--- config.mk ---
export PLATFORM = sky130hd
export DESIGN_NAME = ahb_sram
export DESIGN_NICKNAME = d
export VERILOG_FILES = /design/src/rtl/ahb_pkg.sv /design/src/rtl/ahb_sram_strobe.sv /design/src/rtl/ahb_sram.sv
export SDC_FILE = /design/constraint.sdc
export NUM_CORES = 2
export LEC_CHECK = 0
export ABC_AREA = 0
export BUFFER_PORTS_ARGS = -buffer_cell sky130_fd_sc_hd__buf_4
export CORE_ASPECT_RATIO = 1.4
export CORE_MARGIN = 2
export CORE_UTILIZATION = 60
export CTS_CLUSTER_SIZE = 20
export DETAILED_ROUTE_END_ITERATION = 16
export PLACE_DENSITY = 0.86
export SLEW_MARGIN = 30
export SYNTH_ARGS = -nofsm -noshare
export SYNTH_HDL_FRONTEND = slang
export SYNTH_SLANG_ARGS = --single-unit
export TNS_END_PERCENT = 30
--- constraint.sdc ---
create_clock -name HCLK -period 9.32 [get_ports HCLK]
set_input_delay 0.932 -clock HCLK [delete_from_list [all_inputs] [get_ports HCLK]]
set_output_delay 0.932 -clock HCLK [all_outputs]
set_load 0.1 [all_outputs]
--- src/rtl/ahb_pkg.sv ---
// Shared AHB encodings and the SRAM slave's FSM state type.
package ahb_pkg;

  typedef enum logic [1:0] {
    HTRANS_IDLE   = 2'b00,
    HTRANS_BUSY   = 2'b01,
    HTRANS_NONSEQ = 2'b10,
    HTRANS_SEQ    = 2'b11
  } htrans_e;

  localparam logic [2:0] HSIZE_BYTE  = 3'd0;
  localparam logic [2:0] HSIZE_HALF  = 3'd1;
  localparam logic [2:0] HSIZE_WORD  = 3'd2;
  localparam logic [2:0] HSIZE_DWORD = 3'd3;

  localparam logic HRESP_OKAY  = 1'b0;
  localparam logic HRESP_ERROR = 1'b1;

  typedef enum logic [1:0] {
    ST_IDLE,
    ST_WAIT,
    ST_ERR1,
    ST_ERR2
  } sram_state_e;

endpackage

--- src/rtl/ahb_sram_strobe.sv ---
// Byte-lane strobe and misalignment decode for one address phase.
module ahb_sram_strobe #(
  parameter int  DATA_W = 64,
  localparam int NB     = DATA_W / 8,
  localparam int LB     = $clog2(NB)
) (
  input  logic [2:0]    hsize,
  input  logic [LB-1:0] addr_lo,
  output logic [NB-1:0] mask,
  output logic          misalign
);

  logic [8:0] nbytes;

  always_comb begin
    nbytes   = 9'd1 << hsize;
    misalign = (32'(hsize) > LB) || ((9'(addr_lo) & (nbytes - 9'd1)) != 9'd0);
    mask     = '0;
    for (int i = 0; i < NB; i++)
      mask[i] = !misalign && (9'(i) >= 9'(addr_lo)) && (9'(i) < 9'(addr_lo) + nbytes);
  end

endmodule

--- src/rtl/ahb_sram.sv ---
// Clocked AHB SRAM slave: address/data pipeline, byte-lane writes,
// programmable wait states and a two-cycle ERROR response.
module ahb_sram
  import ahb_pkg::*;
#(
  parameter int          DATA_W      = 64,
  parameter int          RAM_BYTES   = 256,
  parameter logic [63:0] RAM_START   = 64'h1000,
  parameter int          WAIT_STATES = 0
) (
  input  logic              HCLK,
  input  logic              HRESET,
  input  logic              HSEL,
  input  logic [1:0]        HTRANS,
  input  logic              HWRITE,
  input  logic [2:0]        HSIZE,
  input  logic [63:0]       HADDR,
  input  logic [DATA_W-1:0] HWDATA,
  output logic [DATA_W-1:0] HRDATA,
  output logic              HREADYOUT,
  output logic              HRESP
);

  localparam int         NB    = DATA_W / 8;
  localparam int         LB    = $clog2(NB);
  localparam int         WORDS = RAM_BYTES / NB;
  localparam int         IW    = $clog2(WORDS);
  localparam logic [3:0] WS    = 4'(WAIT_STATES);

  sram_state_e       state_q, state_d;
  logic [3:0]        cnt_q, cnt_d;
  logic              write_q, write_d;
  logic [IW-1:0]     idx_q, idx_d;
  logic [NB-1:0]     mask_q, mask_d;
  logic [DATA_W-1:0] mem_q [WORDS];

  logic          accept, legal, misalign, commit;
  logic [NB-1:0] strb;
  logic [64:0]   end_addr;

  ahb_sram_strobe #(.DATA_W(DATA_W)) u_strobe (
    .hsize    (HSIZE),
    .addr_lo  (HADDR[LB-1:0]),
    .mask     (strb),
    .misalign (misalign)
  );

  // 65-bit end address so a transfer near 2^64 cannot wrap into range
  assign end_addr = {1'b0, HADDR} + (65'd1 << HSIZE);
  assign legal    = (HADDR >= RAM_START) && !misalign &&
                    (end_addr <= {1'b0, RAM_START} + 65'(RAM_BYTES));
  assign accept   = HSEL && HREADYOUT &&
                    (HTRANS == HTRANS_NONSEQ || HTRANS == HTRANS_SEQ);

  always_ff @(posedge HCLK) begin
    if (!HRESET) begin
      state_q <= ST_IDLE;
      cnt_q   <= '0;
      write_q <= 1'b0;
      idx_q   <= '0;
      mask_q  <= '0;
    end else begin
      state_q <= state_d;
      cnt_q   <= cnt_d;
      write_q <= write_d;
      idx_q   <= idx_d;
      mask_q  <= mask_d;
    end
  end

  always_comb begin
    state_d = state_q;
    cnt_d   = cnt_q;
    write_d = write_q;
    idx_d   = idx_q;
    mask_d  = mask_q;
    commit  = 1'b0;
    case (state_q)
      ST_WAIT: begin
        if (cnt_q != 4'd0) cnt_d = cnt_q - 4'd1;
        else begin
          commit  = write_q;
          state_d = ST_IDLE;
        end
      end
      ST_ERR1: state_d = ST_ERR2;
      ST_ERR2: state_d = ST_IDLE;
      default: ;
    endcase
    // A completing cycle may also take the next address phase
    if (accept) begin
      write_d = HWRITE;
      idx_d   = IW'((HADDR - RAM_START) >> LB);
      mask_d  = strb;
      state_d = legal ? ST_WAIT : ST_ERR1;
      cnt_d   = legal ? WS : 4'd0;
    end
  end

  always_comb begin
    HREADYOUT = 1'b1;
    HRESP     = HRESP_OKAY;
    HRDATA    = '0;
    case (state_q)
      ST_WAIT: begin
        HREADYOUT = (cnt_q == 4'd0);
        if (!write_q) HRDATA = mem_q[idx_q];
      end
      ST_ERR1: begin
        HREADYOUT = 1'b0;
        HRESP     = HRESP_ERROR;
      end
      ST_ERR2: HRESP = HRESP_ERROR;
      default: ;
    endcase
  end

  always_ff @(posedge HCLK) begin
    if (!HRESET) begin
      for (int w = 0; w < WORDS; w++) mem_q[w] <= '0;
    end else if (commit) begin
      for (int i = 0; i < NB; i++)
        if (mask_q[i]) mem_q[idx_q][i*8 +: 8] <= HWDATA[i*8 +: 8];
    end
  end

endmodule

After elaboration in Yosys (flattened, before gate mapping) --
Memory sizes are Yosys's and may differ from the RTL's. A register that Yosys moved wholly into a read port is not among the register bits. Index checks and enable logic that the tools add are counted. Widths: inputs -> output; s select.
Operators by class: $add $sub $neg 5, order comparisons 18, eq/ne operators 6, shift operators 2, muxes and demuxes 48, bitwise operators 2, reductions and logical operators 31
Operator list (count):
- $mux 64 | 3
- $add 64x65->65 | 1
- $le 65x13->1 const B | 1
- $shl 1x3->65 const A | 1
- $ge 64x13->1 const B | 1
- $reduce_or 64->1 | 1
- $lt 3x9->1 const A | 4
- $mux 1 | 36
- $logic_and 1x1->1 | 19
- $lt 1x9->1 const A | 2
- $lt 2x9->1 const A | 2
- $mux 5 | 3
- $add 3x9->9 | 1
- $and 3x9->9 | 1
- $ge 3x3->1 const A | 3
- $reduce_bool 9->1 | 1
- $shl 1x3->9 const A | 1
- $sub 9x1->9 const B | 1
- $eq 2x2->1 const B | 4
- $mux 8 | 1
- $reduce_bool 4->1 | 2
- $sub 8x1->8 const B | 1
- $ge 1x3->1 const A | 2
- $ge 2x3->1 const A | 2
- other kinds (13) | 18
Word-level totals: register bits 20, bits in writable memories 2048, input port bits 137, output and inout port bits 66, logic and storage cells 118, memories kept 1
Memory list:
- mem_q | words 32, width 64, read ports 1, clocked after Yosys merged registers in 1, write ports 32, RTL line ahb_sram.sv:35 | logic [DATA_W-1:0] mem_q [WORDS];

Logic depth before layout (Yosys ltp) --
word-level depth 10, gate-level depth with buffers 14, depth with buffers taken out 12

Modules after synthesis --
Synthesis repeated with hierarchy kept, for this count alone.
Second synthesis, totals: cells, all modules 6404, area, all modules 97446.0 um2
Modules (own cells, without submodules):
- ahb_sram | instances 1, cells each 6345, area each 96961.7 um2
- ahb_sram_strobe | instances 1, cells each 59, area each 484.2 um2

Worst setup path after synthesis --
No wires, ideal clock.
path kind register to output, start point register (tool-made name), end point output port HRDATA[47], arrival 3250 ps, data required time 8388 ps, slack 5138 ps, cell stages (with the launch flop) 8, cell sequence dfxtp_1 -> clkbuf_1 -> clkbuf_1 -> buf_1 -> mux4_2 -> mux4_2 -> mux2i_1 -> nor2_1
RTL lines:
- end, declared | RTL line ahb_sram.sv:19 | output logic [DATA_W-1:0] HRDATA,

==> flow_metrics.env <==
export IMPL_grt_pass1_wl_um=370000
export IMPL_viasPerCell=6.51
export IMPL_wl_per_cell_um=28.7
export IMPL_final_cell_mix="and2_1, edfxtp_1, mux4_2"
export IMPL_synthTopCellsByArea="edfxtp_1, mux4_2, and2_1, clkbuf_1, nor2_1"
export IMPL_max_slew_margin_pct=27.5
export IMPL_nFillCells=10200
export IMPL_first_pass_iters=6
export IMPL_timing_rr_end="mem_q[1][36]$_SDFFCE_PN0P_"
export IMPL_fin_nets=6584
export IMPL_clockBufferDepth=3
export IMPL_yosysTopAreaCell="edfxtp_1"
export IMPL_ys_seq_elements=2073
export IMPL_post_route_period_util_pct=61.1
export IMPL_ys_types=82
export IMPL_start_util_pct=60.5
export IMPL_maxSlewViolCount=0
export IMPL_hold_depth=3
export IMPL_synth_simple_area_share_pct=16.0
export IMPL_cp_required_ps=8390
export IMPL_r2r_cells=5
export IMPL_design_portCount=203
export IMPL_synth_edff_count=2048
export IMPL_grt_overflow=0
export IMPL_critPathLaunchType="flip-flop"
export IMPL_leakagePower_nw=37.1
export IMPL_grt_max_degree=170
export IMPL_hold_viol_final=0
export IMPL_syn_instance_count=6361
export IMPL_rows=174
export IMPL_chipWidth_um=344
export IMPL_worstReg2RegStart="idx_q[0]$_SDFFE_PN0P_"
export IMPL_cts_setup_buffers=0
export IMPL_dp_hpwl_um=161000
export IMPL_critPathKind="flip-flop to primary output"
export IMPL_fmax_ghz=0.176
export IMPL_cp_max_fo=89
export IMPL_cp_arrival_ps=4760
export IMPL_synth_top_area_share_pct=63.3
export IMPL_ys_flop_type="edfxtp_1"
export IMPL_worst_clock_skew_ps=27.2
export IMPL_seq_area_um2=62000
export IMPL_finalSetupTns_ps=0
export IMPL_finalSetupViolations=0
export IMPL_ant_nets=0
export IMPL_rsz0062_at_grt="false"
export IMPL_grt_busiest_layer="met2"
export IMPL_power_density_nw_per_um2=183
export IMPL_numCtsBuffers=182
export IMPL_yosysSeqAreaShare_pct=63.8
export IMPL_first_iter_violations=7349
export IMPL_yosys_warnings=0
export IMPL_worst_slew_pin_slew_ps=1090
export IMPL_clk_pin_slew_ps=70
export IMPL_detail_route_wirelength_um=250000
export IMPL_grt_usage_pct=30.5
export IMPL_synth_adder_area_share_pct=0.162
export IMPL_cts_max_level=4
export IMPL_placement_io_buffers=201
export IMPL_r2r_setup_slack_ps=5650
export IMPL_synth_fp_nets=6510
export IMPL_via_count=56700
export IMPL_vdd_ir_drop_max_mv=0.204
export IMPL_numClockSinks=2073
export IMPL_use_met1_pct=36.4
export IMPL_die_y_um=480
export IMPL_syn_cell_area_um2=97200
export IMPL_min_from="HWRITE"
export IMPL_grt_pass1_vias=59200
export IMPL_drcViolationCount=0
export IMPL_period_needed_ps=5700
export IMPL_area_growth_pct=9.91
export IMPL_power_w=0.0196
export IMPL_multiInputGateArea_um2=33400
export IMPL_use_met2_pct=51.4
export IMPL_cts_tree="yes"
export IMPL_core_um2=161000
export IMPL_synth_compound_area_share_pct=2.21
export IMPL_end_kind="primary output"
export IMPL_post_cts_resized=0
export IMPL_async_flop_share_pct=0
export IMPL_syn_area_per_cell_um2=15.3
export IMPL_grt_antenna_before_repair=3
export IMPL_status="finished, final reports clean"
export IMPL_root_buffer="clkbuf_16"
export IMPL_floorplan_die_area_um2=165000
export IMPL_hp_class="primary input to flip-flop"
export IMPL_synthXorXnorAreaFrac_pct=0.252
export IMPL_drive_above_1_share_pct=19.8
export IMPL_worstHoldEndpoint="write_q$_SDFFE_PN0P_"
export IMPL_clk_latency_ps=830
export IMPL_hold_buffers=0
export IMPL_maxCapViolations=0
export IMPL_synth_top_family_by_area="simple AND/OR/NAND/NOR gates"
export IMPL_grt_use_met3_pct=6.12
export IMPL_finalWeightedCongestion=0.938
export IMPL_final_common_cell="and2_1"
export IMPL_synthMuxAreaShare_pct=15.6
worst max-delay path by stage:
| stage | from | endpoint | slack, ps | cells past startpoint |
|---|---|---|---|---|
| global route | flip-flop | HRDATA[57] | 3360 | 7 |
| CTS | flip-flop | HRDATA[45] | 3530 | 7 |
| floorplan | flip-flop | HRDATA[47] | 5140 | 7 |
| detailed placement | HSIZE[2] | state_q[1]$_SDFFE_PN0P_ | 4290 | 12 |
| finish | flip-flop | HRDATA[32] | 3620 | 7 |
| global placement | flip-flop | HRDATA[2] | 4270 | 7 |
logic make-up after synthesis:
group	count (synthesis)
flops	2073
fa+ha+maj	12
compound gates	373
simple gates	2663
xor+xnor	28
buf+inv	495
mux	717
registers in the layout, indices dropped and copies added (netlist names), named ones only:
name     flops
idx_q        5
write_q      1
cnt_q        4
mem_q     2048
mask_q       8
state_q      2
worst max-delay path, cell delays in order (launching register included):
cell and delay (ps):
dfxtp_4 560, buf_12 560, buf_4 530, mux4_2 600
mux4_2 490, mux2i_1 660, nor2_1 80, buf_4 260
synth_stat cells (10+ instances only):
| library cell | n |
|---|---|
| nand4_1 | 26 |
| dfxtp_1 | 25 |
| ha_1 | 11 |
| and3_1 | 10 |
| a211oi_1 | 12 |
| and2_1 | 2056 |
| xnor2_1 | 18 |
| buf_1 | 60 |
| nor3_1 | 19 |
| nor2_1 | 366 |
| xor2_1 | 10 |
| edfxtp_1 | 2048 |
| nand2_1 | 83 |
| o21ai_0 | 269 |
| inv_1 | 16 |
| clkbuf_1 | 414 |
| a21oi_1 | 20 |
| mux2i_1 | 75 |
| nand3_1 | 26 |
| nor4_1 | 23 |
| mux4_2 | 640 |
power by group:
part / switching, W / internal, W / leakage [nW]
registers: 0.000117 / 0.0105 / 21.3
clock network: 0.00341 / 0.00414 / 2.87
logic: 0.000876 / 0.000523 / 13.0
per-stage QoR:
| step | std cells | util (%) | worst slack (ps) | area [um2] | hold WS (ps) |
|---|---|---|---|---|---|
| 2_1_floorplan | 6361 | - | 5140 | 97200 | 420 |
| 3_3_place_gp | 8362 | 62.8 | 4270 | 101000 | 457 |
| 3_5_place_dp | 8362 | 62.8 | 4290 | 101000 | 467 |
| 4_1_cts | 8701 | 66.5 | 3530 | 107000 | 316 |
| 5_1_grt | 8703 | 66.5 | 3360 | 107000 | 357 |
| 6_report | 8705 | 66.5 | 3620 | 107000 | 364 |
layer usage:
| metal | wire, um | vias to the layer above |
|---|---|---|
| met5 | 25 | - |
| met4 | 17100 | 4 |
| met3 | 25400 | 739 |
| met2 | 126000 | 3477 |
| met1 | 81100 | 28600 |
| li1 | - | 23900 |
area by class of cell:
class                      instances  share of cell area, %
clock inverter                   121                  0.977
antenna                            3                0.00703
multi-input combinational       3793                   31.2
sequential                      2073                   58.0
tap                             2112                   2.47
clock buffer                     218                   4.51
inverter                          16                 0.0562
timing repair buffer             369                   2.69
(Power assumes the default switching activity.)
